File: src/rtl/calendar_pkg.sv
// Shared calendar definitions: edit-field codes, month lengths and leap-year rules
// used by the date, year, hour and minute counters.
package calendar_pkg;

    typedef enum logic [4:0] {
        STATE_DAY   = 5'd2,
        STATE_MONTH = 5'd3,
        STATE_YEAR  = 5'd4
    } edit_state_e;

    localparam logic [3:0] MONTHS_PER_YEAR = 4'd12;
    localparam logic [4:0] DAYS_LONG       = 5'd31;
    localparam logic [4:0] DAYS_SHORT      = 5'd30;
    localparam logic [4:0] DAYS_FEB        = 5'd28;
    localparam logic [4:0] DAYS_FEB_LEAP   = 5'd29;

    // Gregorian rule; year 0 is divisible by 400 and therefore leap.
    function automatic logic is_leap(input logic [14:0] year);
        return ((year % 15'd4 == 15'd0) && (year % 15'd100 != 15'd0)) ||
               (year % 15'd400 == 15'd0);
    endfunction

    function automatic logic [4:0] days_in_month(input logic [3:0] month,
                                                 input logic [14:0] year);
        case (month)
            4'd2:                   return is_leap(year) ? DAYS_FEB_LEAP : DAYS_FEB;
            4'd4, 4'd6, 4'd9, 4'd11: return DAYS_SHORT;
            default:                return DAYS_LONG;
        endcase
    endfunction

endpackage

File: src/rtl/fall_edge_det.sv
// Registered falling-edge detector: the flag rises one cycle after the input is
// first sampled low following a high sample.
module fall_edge_det (
    input  logic clk,
    input  logic reset,
    input  logic in_i,
    output logic fall_o
);

    logic prev_q;
    logic fall_q;

    // NOTE: sequential state uses non-blocking assignments so every flop samples
    // the pre-edge values, which is what makes prev_q a true one-cycle delay.
    always_ff @(posedge clk or negedge reset) begin
        if (!reset) begin
            prev_q <= 1'b0;
            fall_q <= 1'b0;
        end else begin
            prev_q <= in_i;
            fall_q <= prev_q & ~in_i;
        end
    end

    assign fall_o = fall_q;

endmodule

File: src/rtl/date_counter.sv
// Day-of-month / month counter of the calendar chain: advances on the day carry,
// supports plus/minus editing, and pulses o_enable on the Dec 31 -> Jan 1 wrap.
module date_counter
    import calendar_pkg::*;
#(
    parameter logic [4:0] RESET_DAY   = 5'd1,
    parameter logic [3:0] RESET_MONTH = 4'd1,
    parameter logic [4:0] STATE_DAY   = calendar_pkg::STATE_DAY,
    parameter logic [4:0] STATE_MONTH = calendar_pkg::STATE_MONTH
) (
    input  logic        i_clk_0_001s,
    input  logic        reset,
    input  logic [4:0]  state,
    input  logic        is_modify,
    input  logic        i_plus,
    input  logic        i_minus,
    input  logic        i_enable,
    input  logic [14:0] i_year,
    output logic        o_enable,
    output logic [4:0]  o_day,
    output logic [3:0]  o_month
);

    logic carry_fall;
    logic plus_fall;
    logic minus_fall;

    fall_edge_det u_carry_det (.clk(i_clk_0_001s), .reset(reset), .in_i(i_enable), .fall_o(carry_fall));
    fall_edge_det u_plus_det  (.clk(i_clk_0_001s), .reset(reset), .in_i(i_plus),   .fall_o(plus_fall));
    fall_edge_det u_minus_det (.clk(i_clk_0_001s), .reset(reset), .in_i(i_minus),  .fall_o(minus_fall));

    logic [4:0] day_q, day_d;
    logic [3:0] month_q, month_d;
    logic       enable_q, enable_d;
    logic [4:0] dim_cur;
    logic [4:0] dim_new;
    logic [3:0] month_edit;
    logic       edit_en;

    always_comb begin
        // NOTE: every output of this block gets a default first, so no path can
        // leave a value unassigned and infer a latch.
        day_d    = day_q;
        month_d  = month_q;
        enable_d = 1'b0;

        dim_cur    = days_in_month(month_q, i_year);
        month_edit = minus_fall ? ((month_q == 4'd1) ? MONTHS_PER_YEAR : month_q - 4'd1)
                                : ((month_q >= MONTHS_PER_YEAR) ? 4'd1 : month_q + 4'd1);
        dim_new    = days_in_month(month_edit, i_year);
        edit_en    = is_modify && (state == STATE_DAY || state == STATE_MONTH) &&
                     (minus_fall || plus_fall);

        // One action per cycle: carry, then minus, then plus, then year clamp.
        if (carry_fall) begin
            if (day_q < dim_cur) begin
                day_d = day_q + 5'd1;
            end else begin
                day_d = 5'd1;
                if (month_q < MONTHS_PER_YEAR) begin
                    month_d = month_q + 4'd1;
                end else begin
                    month_d  = 4'd1;
                    enable_d = 1'b1;
                end
            end
        end else if (edit_en) begin
            if (state == STATE_MONTH) begin
                month_d = month_edit;
                if (day_q > dim_new) day_d = dim_new;
            end else if (minus_fall) begin
                day_d = (day_q <= 5'd1) ? dim_cur : day_q - 5'd1;
            end else begin
                day_d = (day_q >= dim_cur) ? 5'd1 : day_q + 5'd1;
            end
        end else if (day_q > dim_cur) begin
            day_d = dim_cur;
        end
    end

    // NOTE: only a handful of flops and no memories here, so all state takes the
    // asynchronous reset; the carry pulse drops the instant reset asserts.
    always_ff @(posedge i_clk_0_001s or negedge reset) begin
        if (!reset) begin
            day_q    <= RESET_DAY;
            month_q  <= RESET_MONTH;
            enable_q <= 1'b0;
        end else begin
            day_q    <= day_d;
            month_q  <= month_d;
            enable_q <= enable_d;
        end
    end

    assign o_day    = day_q;
    assign o_month  = month_q;
    assign o_enable = enable_q;

endmodule
File: config.mk
export PLATFORM = sky130hd
export DESIGN_NAME = date_counter
export DESIGN_NICKNAME = d
export VERILOG_FILES = /design/src/rtl/calendar_pkg.sv /design/src/rtl/fall_edge_det.sv /design/src/rtl/date_counter.sv
export SDC_FILE = /design/constraint.sdc
export NUM_CORES = 1
export LEC_CHECK = 0
export BUFFER_PORTS_ARGS = -buffer_cell sky130_fd_sc_hd__buf_2
export CAP_MARGIN = 10
export CORE_MARGIN = 2
export CORE_UTILIZATION = 44
export DETAILED_ROUTE_END_ITERATION = 10
export SLEW_MARGIN = 30
export SYNTH_ARGS = -nofsm -noshare
export SYNTH_HDL_FRONTEND = slang
export SYNTH_SLANG_ARGS = --single-unit
File: constraint.sdc
create_clock -name i_clk_0_001s -period 5.4 [get_ports i_clk_0_001s]
set_input_delay 1.08 -clock i_clk_0_001s [delete_from_list [all_inputs] [get_ports i_clk_0_001s]]
set_output_delay 1.08 -clock i_clk_0_001s [all_outputs]
set_load 0.1 [all_outputs]
==> results by group, run 1 <==
Status
  • Status: complete, but fails checks
  • Failing checks: setup timing

Global route
  • First-pass GRT wire length: 19200 um
  • Grt met1 use: 36.0%
  • Most Crowded Layer GR: met2
  • Pin count of the biggest net entering global routing: 20
  • Met2 Usage GRT: 47.1%
  • Met3 Track Usage GR: 1.84%
  • Global Route Usage Sum: 27.0%
  • Antenna violations before repair: 0
  • Vias in the first global route: 4202
  • Overflow after GRT: 0

Logic synthesis
  • Synth Register Bits: 16
  • Yosys top cell by area: dfrtp_1
  • Post-synth ARST share: 100%
  • Ys flop type: dfrtp_1
  • Post-synthesis sequential area ratio: 12.1%
  • Number of synthesized flops with an enable pin: 0
  • Top cells by area, synth: dfrtp_1, a21oi_1, o21ai_0
  • Yosys cell types: 85
  • Synth top area share: 10.5%
  • Netlist Area Pre-Place: 3320 um^2
  • Post-Syn Area per Cell: 7.00 um^2
  • Synth Net Count: 512
  • Post-Syn Instances: 475
  • Yosys warns: 0

Critical path
  • CP Capture Type: flop
  • Worst EP arrival: 7160 ps
  • CP bufs+invs: 3
  • Crit path required time: 5540 ps
  • Delay-heaviest family, CP: compound AO/OA/AOI/OAI gates
  • Critical path type: input port to flop
  • Worst path max stage delay: 400 ps
  • Crit start category: input port
  • Crit path max-delay cell type: a2111oi_4
  • Crit path max fanout: 10

Place
  • Post-place instance area: 4630 um^2
  • DP Worst Slack: -2020 ps
  • IO buf count: 35
  • Gpl congestion: 0.896
  • Hpwl dp: 8720 um

STA
  • Worst Slack Setup Final: -1620 ps
  • Final setup fails: 10
  • Worst Max-Slew Pin Slew: 562 ps
  • Fin crit share: 130%
  • Period minus WS final: 7020 ps
  • Fmax: 0.143 GHz
  • Clock skew: 0.949 ps
  • Final Hold Fails: 0
  • RSZ-0062 raised after global routing: yes
  • Max-slew violation count: 0
  • Slew Limit Headroom: 62.5%

Route
  • DR pass1 iterations: 5
  • Post-route DRC violation count: 0
  • Post-route antenna net violation count: 0
  • Vias: 4486
  • WL/cell: 16.0 um
  • Total wire length: 11700 um
  • Via/cell ratio: 6.11
  • Iter 0 DRT Violations: 235

CTS
  • CTS max path bufs: 2
  • Clock Latency Late Sink: 250 ps
  • TritonCTS clock tree: yes
  • Clock root cell: clkbuf_8
  • CTS buffer count: 3
  • CTS Hold Bufs: 0
  • H-tree Lvls: 1
  • CTS Sinks: 16
  • Clock transition at path regs: 60 ps

Power and ir drop
  • Sw Ratio: 54.0%
  • Clk network pwr share: 4.9%
  • Comb pwr share: 83.7%
  • Reg power frac: 11.4%
  • Pint: 1.01 mW
  • Cell Pwr Density: 430 nW/um^2
  • Static leakage: 2.18 nW
  • Psw: 1.19 mW
  • Worst VDD drop: 218 uV

Cells and area
  • Final Cell Area: 5110 um^2
  • Layout cells sized above 1: 42.7%
  • Diode count: 0
  • FILL cells: 641
  • Nets: 673
  • Synth-to-Final Area Change: 53.7%

Die
  • Width of the die: 90.9 um
  • Core area: 7290 um^2
  • Chip height: 90.9 um
  • Initial Util: 45.6%
  • Die area: 8260 um^2
  • FP Rows: 31
  • Io pins: 36

Flow run
  • Max Cap Viol: 0

Min path
  • HP Class: flop to flop
worst register-to-register path, stage by stage (launching register included):
cell      delay [ps]
dfstp_2          620
inv_1            100
ha_1             240
a211oi_1         230
a21oi_1           70
a21oi_1          300
and3_1           340
nor2b_1          160
nor2_1            60
ha_1             320
a211oi_2         220
nor2_2            70
o21bai_4         180
o21a_1           150
o22ai_1           70
o22ai_1          160
placed cells by master (no fill, tap or decap), types with 9 or more instances in the layout:
cell,count
buf_4,147
inv_1,16
nor3_1,17
nand3_1,21
nor2_1,43
o21ai_1,9
dfrtp_1,14
o21ai_0,25
buf_2,29
ha_1,10
nor2b_1,9
nand2_1,39
a21oi_1,29
nand4_1,12
synth_stat cells, types with 8 or more instances:
library cell  instances
nor3_1               19
nor2b_1               9
clkbuf_1             13
o21ai_0              34
a21oi_1              37
nor2_1               45
a211oi_1             14
and3_1                8
ha_1                 11
and2_1                8
dfrtp_1              14
nand2_1              39
o21a_1                9
nand4_1              12
inv_1                18
buf_2                11
nand3_1              23
path summary, 6_finish.rpt:
check,from,to,slack (ps),cells after the start
max in group asynchronous,reset,o_day[0],4350,1
min in group asynchronous,reset,o_day[4],740,1
min reg2reg,u_plus_det.prev_q,u_plus_det.fall_o,470,1
max reg2reg,o_month[0],o_day[2],2030,15
min,u_plus_det.prev_q,u_plus_det.fall_o,470,1
max,i_year[11],o_day[1],-1620,30
cell families after synthesis:
kind of cell	after synthesis	synth area share, %
and+or+nand+nor	190	29.7
muxes	5	1.54
DFF	16	12.1
xor gates and xnor gates	8	2.11
AOI/OAI and AO/OA	195	43.3
buffers and inverters	48	6.51
adders and majority gates	13	4.74
timing repair:
action | 4_1_cts | 5_1_grt
setup buffers | 16 | 2
setup endpoints to repair | 10 | 10
pin swaps | 27 | 10
gates resized for setup | 51 | 13
final cells by class:
type / instances / area (um^2) / share of cell area [%]
tap: 99 / 124 / 2.42
multi-input combinational: 411 / 3090 / 60.5
timing repair buffer: 184 / 1360 / 26.5
clock buffer: 4 / 55.1 / 1.08
inverter: 20 / 78.8 / 1.54
sequential: 16 / 403 / 7.89
power groups by stage:
stage / clock, mW / combinational [mW] / sequential, mW
after floorplan: 0 / 0.963 / 0.419
after global placement: 0 / 1.60 / 0.248
after detailed placement: 0 / 1.64 / 0.250
after CTS: 0.107 / 1.76 / 0.248
after global routing: 0.114 / 1.97 / 0.261
final: 0.107 / 1.84 / 0.251
metrics by stage:
stage | hold slack, ps | TNS [ps] | power [mW] | util (%) | cells
after global routing | 510 | -17730 | 2.35 | 70.1 | 734
after global placement | 445 | -17000 | 1.85 | 63.5 | 712
after detailed placement | 467 | -18670 | 1.89 | 63.5 | 712
after floorplan | 439 | -12190 | 1.38 | - | 475
after CTS | 477 | -13320 | 2.11 | 69.0 | 732
final | 471 | -14720 | 2.20 | 70.1 | 734
flip-flops by register name, summed over array words and instances (netlist names):
| signal | count |
|---|---|
| u_plus_det.fall_o | 1 |
| o_day | 5 |
| o_month | 4 |
| u_minus_det.prev_q | 1 |
| u_carry_det.prev_q | 1 |
| u_plus_det.prev_q | 1 |
| u_minus_det.fall_o | 1 |
| u_carry_det.fall_o | 1 |
| o_enable | 1 |
per-layer routing:
layer / vias to the layer above / routed length [um]
li1: 2173 / -
met1: 2122 / 5240
met2: 163 / 5620
met3: 28 / 607
met4: 0 / 257
met5: - / 0
(Power assumes the default switching activity.)
==> inputs of run 2 (changes only) <==
CTS_BUF_LIST = sky130_fd_sc_hd__clkbuf_4   (was default)
SLEW_MARGIN = default   (was 30)
==> run 2 against run 1 <==
  * The flow still finishes with violations (setup timing)
  * Combinational power hardly changed
  * First-iteration DRC count is 20% higher
  * Power is 2.2% lower
  * Hold slack better by 6.0 ps
  * Highest routed layer unchanged
  * Clock power is 37% lower
  * Clock skew is 3.3 ps higher
  * Sequential power hardly changed
  * Worst setup slack better by 85 ps
  * Critical endpoint unchanged
  * Non-clock buffer count is 3 higher
  * Utilization is 0.77 points higher
==> results by group, run 2 (synthesis gave the netlist of run 1 again) <==
Cells and area
  • Diode count: 0
  • Synth-to-Final Area Change: 55.4%
  • Nets: 676
  • Layout cells sized above 1: 43.3%
  • Commonest cells after routing, fill and taps aside: buf_4, nor2_1, nand2_1
  • Largest register FFs: 5
  • Final core occ: 70.8%
  • Final Cell Area: 5160 um^2
  • Commonest non-fill, non-tap cell in the layout: buf_4
  • Layout Cells excl Fill: 737

Global route
  • Pin count of the biggest net entering global routing: 20
  • Overflow after GRT: 0
  • First-pass GRT wire length: 19400 um
  • Antenna violations before repair: 0
  • Vias in the first global route: 4150
  • Global Route Usage Sum: 27.7%

Place
  • Post-place instance area: 4630 um^2
  • DP Worst Slack: -2020 ps
  • Hpwl dp: 8720 um
  • Dpl cells: 712
  • Gpl congestion: 0.896
  • IO buf count: 35

Power and ir drop
  • Cell Pwr Density: 416 nW/um^2
  • Reg power frac: 11.7%
  • Power, Total: 2.15 mW
  • Static leakage: 2.21 nW
  • Sw Ratio: 55.0%
  • Pint: 0.967 mW
  • Clk network pwr share: 3.2%
  • Worst VDD drop: 215 uV
  • Comb pwr share: 85.2%
  • Psw: 1.18 mW

STA
  • Clock skew: 4.22 ps
  • Worst Max-Slew Pin Slew: 607 ps
  • Final Hold Fails: 0
  • Period minus WS final: 6930 ps
  • Fmax: 0.144 GHz
  • Final setup fails: 10
  • Worst Slack Setup Final: -1530 ps
  • RSZ-0062 raised after global routing: yes
  • Max-slew violation count: 0
  • Fin crit share: 128%
  • Slew Limit Headroom: 59.6%

Die
  • Width of the die: 90.9 um
  • Io pins: 36
  • Initial Util: 45.6%
  • Die area: 8260 um^2
  • Chip height: 90.9 um
  • FP Rows: 31
  • Core area: 7290 um^2

CTS
  • Clock root cell: clkbuf_4
  • Clock transition at path regs: 100 ps
  • Clock Latency Late Sink: 290 ps
  • CTS buffer count: 3
  • CTS Hold Bufs: 0
  • TritonCTS clock tree: yes
  • CTS max path bufs: 2
  • H-tree Lvls: 1
  • CTS Sinks: 16

Critical path
  • Crit path required time: 5590 ps
  • Worst EP arrival: 7120 ps
  • CP Capture Type: flop
  • Crit path max-delay cell type: ha_2
  • Crit start category: input port
  • Critical Path Most Common Cell: buf_4
  • Worst path max stage delay: 350 ps
  • Critical path type: input port to flop
  • Crit path max fanout: 13

Status
  • Failing checks: setup timing
  • Status: complete, but fails checks

Route
  • Vias: 4539
  • DR pass1 iterations: 5
  • Via/cell ratio: 6.16
  • Post-route antenna net violation count: 0
  • Total wire length: 12000 um
  • Iter 0 DRT Violations: 281
  • WL/cell: 16.2 um
  • Post-route DRC violation count: 0

Min path
  • HP Class: flop to flop

Flow run
  • Max Cap Viol: 0
==> run 2: changes by cell type in the layout (fill, tap and decap cells not counted), sizes merged <==
cell / delta
clkinv: +1
clkbuf: -1
buf: +3
==> run 2: final timing paths <==
path / startpoint / to / slack (ps) / depth (start not counted)
max: i_year[13] / o_day[1] / -1530 / 33
min: u_plus_det.prev_q / u_plus_det.fall_o / 480 / 1
max reg2reg: o_month[0] / o_day[2] / 1900 / 15
min reg2reg: u_plus_det.prev_q / u_plus_det.fall_o / 480 / 1
max in group asynchronous: reset / o_day[0] / 4410 / 1
min in group asynchronous: reset / o_month[1] / 690 / 1
==> run 2: metal layers <==
| layer | vias up | GRT usage, % | part of all wire (%) |
|---|---|---|---|
| li1 | 2184 | - | - |
| met1 | 2172 | 37.1 | 45 |
| met2 | 159 | 48.3 | 48 |
| met3 | 24 | 2.09 | 4.8 |
| met4 | 0 | 6.82 | 2.0 |
| met5 | - | 0 | 0 |
==> run 2: layout make-up <==
cell class,instances,area (um^2)
multi-input combinational,411,3120
inverter,20,78.8
timing repair buffer,187,1410
tap,99,124
sequential,16,403
clock inverter,1,3.75
clock buffer,3,22.5
fill,636,2130
==> run 2: per-stage QoR <==
| step | TNS (ps) | hold slack [ps] |
|---|---|---|
| global placement | -17000 | 445 |
| CTS | -12900 | 485 |
| detailed placement | -18670 | 467 |
| finish | -13700 | 477 |
| floorplan | -12190 | 439 |
| global route | -16590 | 519 |
==> run 2: worst max-delay path, delay by kind of cell <==
kind / cells / cell delay [ps]
AO/OA/AOI/OAI: 20 / 3650
adder cells (fa/ha/maj): 1 / 350
buffers and inverters: 5 / 800
AND/OR/NAND/NOR: 7 / 1220
==> run 2: repair_timing <==
| item | CTS | global route |
|---|---|---|
| resized for setup | 57 | 17 |
| setup buffers | 17 | 3 |
| gates cloned | 1 | 0 |
| endpoints found under the setup margin | 10 | 10 |
| pin swaps | 27 | 19 |
==> run 2: power by group through the flow <==
stage	Combinational (mW)	Clock, mW	Sequential, mW
after floorplan	0.963	0	0.419
final	1.83	0.0677	0.251
after global routing	1.96	0.0761	0.261
after CTS	1.76	0.0676	0.248
after detailed placement	1.64	0	0.250
after global placement	1.60	0	0.248
==> inputs of run 3 (changes only) <==
RECOVER_POWER = 50   (was default)
==> run 3 against run 2 <==
  * Critical path depth is the same
  * Sequential power is essentially flat
  * Clock skew is essentially flat
  * Highest routed layer unchanged
  * Final cell count is the same
  * The run still ends with setup timing left
  * Maximum frequency is essentially flat
  * Non-clock buffer count is the same
  * Power is essentially flat
  * Clock-buffer cell count is the same
  * Sequential share of layout area is essentially flat
  * Final area is essentially flat
  * Flip-flop and latch count is the same
  * Wire length is essentially flat
==> results by group, run 3 (synthesis gave the netlist of run 1 again) <==
Cells and area
  • Largest register FFs: 5
  • Nets: 676
  • Layout Cells excl Fill: 737
  • Layout cells sized above 1: 42.8%
  • Final Cell Area: 5160 um^2
  • Commonest cells after routing, fill and taps aside: buf_4, nor2_1, nand2_1
  • Final core occ: 70.8%
  • Diode count: 0
  • Commonest non-fill, non-tap cell in the layout: buf_4
  • Synth-to-Final Area Change: 55.3%

Die
  • Core area: 7290 um^2
  • Width of the die: 90.9 um
  • Chip height: 90.9 um
  • Die area: 8260 um^2
  • Io pins: 36
  • FP Rows: 31
  • Initial Util: 45.6%

Critical path
  • Worst EP arrival: 7120 ps
  • Critical path type: input port to flop
  • Critical Path Most Common Cell: buf_4
  • Crit path required time: 5590 ps
  • Worst path max stage delay: 350 ps
  • Crit start category: input port
  • Crit path max fanout: 13
  • CP Capture Type: flop
  • Crit path max-delay cell type: ha_2

STA
  • RSZ-0062 raised after global routing: yes
  • Fin crit share: 128%
  • Period minus WS final: 6930 ps
  • Worst Slack Setup Final: -1530 ps
  • Slew Limit Headroom: 41.1%
  • Final setup fails: 10
  • Clock skew: 4.24 ps
  • Worst Max-Slew Pin Slew: 884 ps
  • Fmax: 0.144 GHz
  • Final Hold Fails: 0
  • Setup TNS: -13710 ps
  • Max-slew violation count: 0
  • Hold_ws: 477 ps

Route
  • WL/cell: 16.2 um
  • Vias: 4536
  • Iter 0 DRT Violations: 281
  • Top routing layer in use: met4
  • M1 WL: 5370 um
  • DR pass1 iterations: 5
  • Post-route antenna net violation count: 0
  • Post-route DRC violation count: 0
  • Met3 wire len: 584 um
  • Met2 routed WL: 5790 um
  • Total wire length: 12000 um
  • Via/cell ratio: 6.15

CTS
  • Clock Latency Late Sink: 290 ps
  • CTS buffer count: 3
  • TritonCTS clock tree: yes
  • Clock root cell: clkbuf_4
  • H-tree Lvls: 1
  • Clock transition at path regs: 100 ps
  • CTS Sinks: 16
  • CTS Hold Bufs: 0
  • CTS max path bufs: 2

Status
  • Status: complete, but fails checks
  • Failing checks: setup timing

Flow run
  • Max Cap Viol: 0

Power and ir drop
  • Power, Total: 2.15 mW
  • Worst VDD drop: 215 uV
  • Cell Pwr Density: 416 nW/um^2
  • Static leakage: 2.20 nW

Global route
  • Antenna violations before repair: 0
  • Vias in the first global route: 4150
  • Overflow after GRT: 0
  • Pin count of the biggest net entering global routing: 20
  • First-pass GRT wire length: 19400 um
  • Global Route Usage Sum: 27.7%

Place
  • Dpl cells: 712
  • Hpwl dp: 8720 um
  • Post-place instance area: 4630 um^2
  • Gpl congestion: 0.896
  • DP Worst Slack: -2020 ps
  • IO buf count: 35

Min path
  • HP Class: flop to flop
[run 3: changes by cell type in the layout (fill, tap and decap cells not counted), sizes merged]
cell	delta
buf	-3
clkbuf	+3
[run 3: final timing paths]
path | from | endpoint | slack [ps] | cells past startpoint
max in group asynchronous | reset | o_day[4] | 3990 | 1
setup / recovery | i_year[13] | o_day[1] | -1530 | 33
min in group asynchronous | reset | o_month[1] | 870 | 1
hold reg to reg | u_plus_det.prev_q | u_plus_det.fall_o | 480 | 1
hold / removal | u_plus_det.prev_q | u_plus_det.fall_o | 480 | 1
setup reg to reg | o_month[0] | o_day[2] | 1890 | 15
[run 3: layout make-up]
type,count,area (um^2)
Inverter,20,78.8
Timing Repair Buffer,187,1410
Multi-Input combinational cell,411,3120
Clock buffer,3,22.5
Tap cell,99,124
Sequential cell,16,403
Clock inverter,1,3.75
Fill cell,638,2130
[run 3: power by group]
group | leakage, nW | internal [mW] | switching, mW | total (mW)
Clock | 0.0154 | 0.0269 | 0.0407 | 0.0676
Combinational | 2.00 | 0.783 | 1.05 | 1.83
Sequential | 0.187 | 0.158 | 0.0929 | 0.251
Total | 2.20 | 0.967 | 1.18 | 2.15
[run 3: worst max-delay path: cells and delay by family]
kind / cells / cell delay (ps)
AOI/OAI and AO/OA: 20 / 3650
and+or+nand+nor: 7 / 1220
buffers and inverters: 5 / 800
adders and majority gates: 1 / 350
[run 3: layer usage]
metal | vias to the layer above | GRT usage (%)
met5 | - | 0
met4 | 0 | 6.82
met3 | 24 | 2.09
met2 | 158 | 48.3
met1 | 2170 | 37.1
li1 | 2184 | -
[run 3: what timing repair did]
item	in CTS	in global routing
hold endpoints to repair	0	0
pin swaps	27	19
buffers inserted	17	3
cloned	1	0
resized for setup	57	17
setup endpoints to repair	10	10
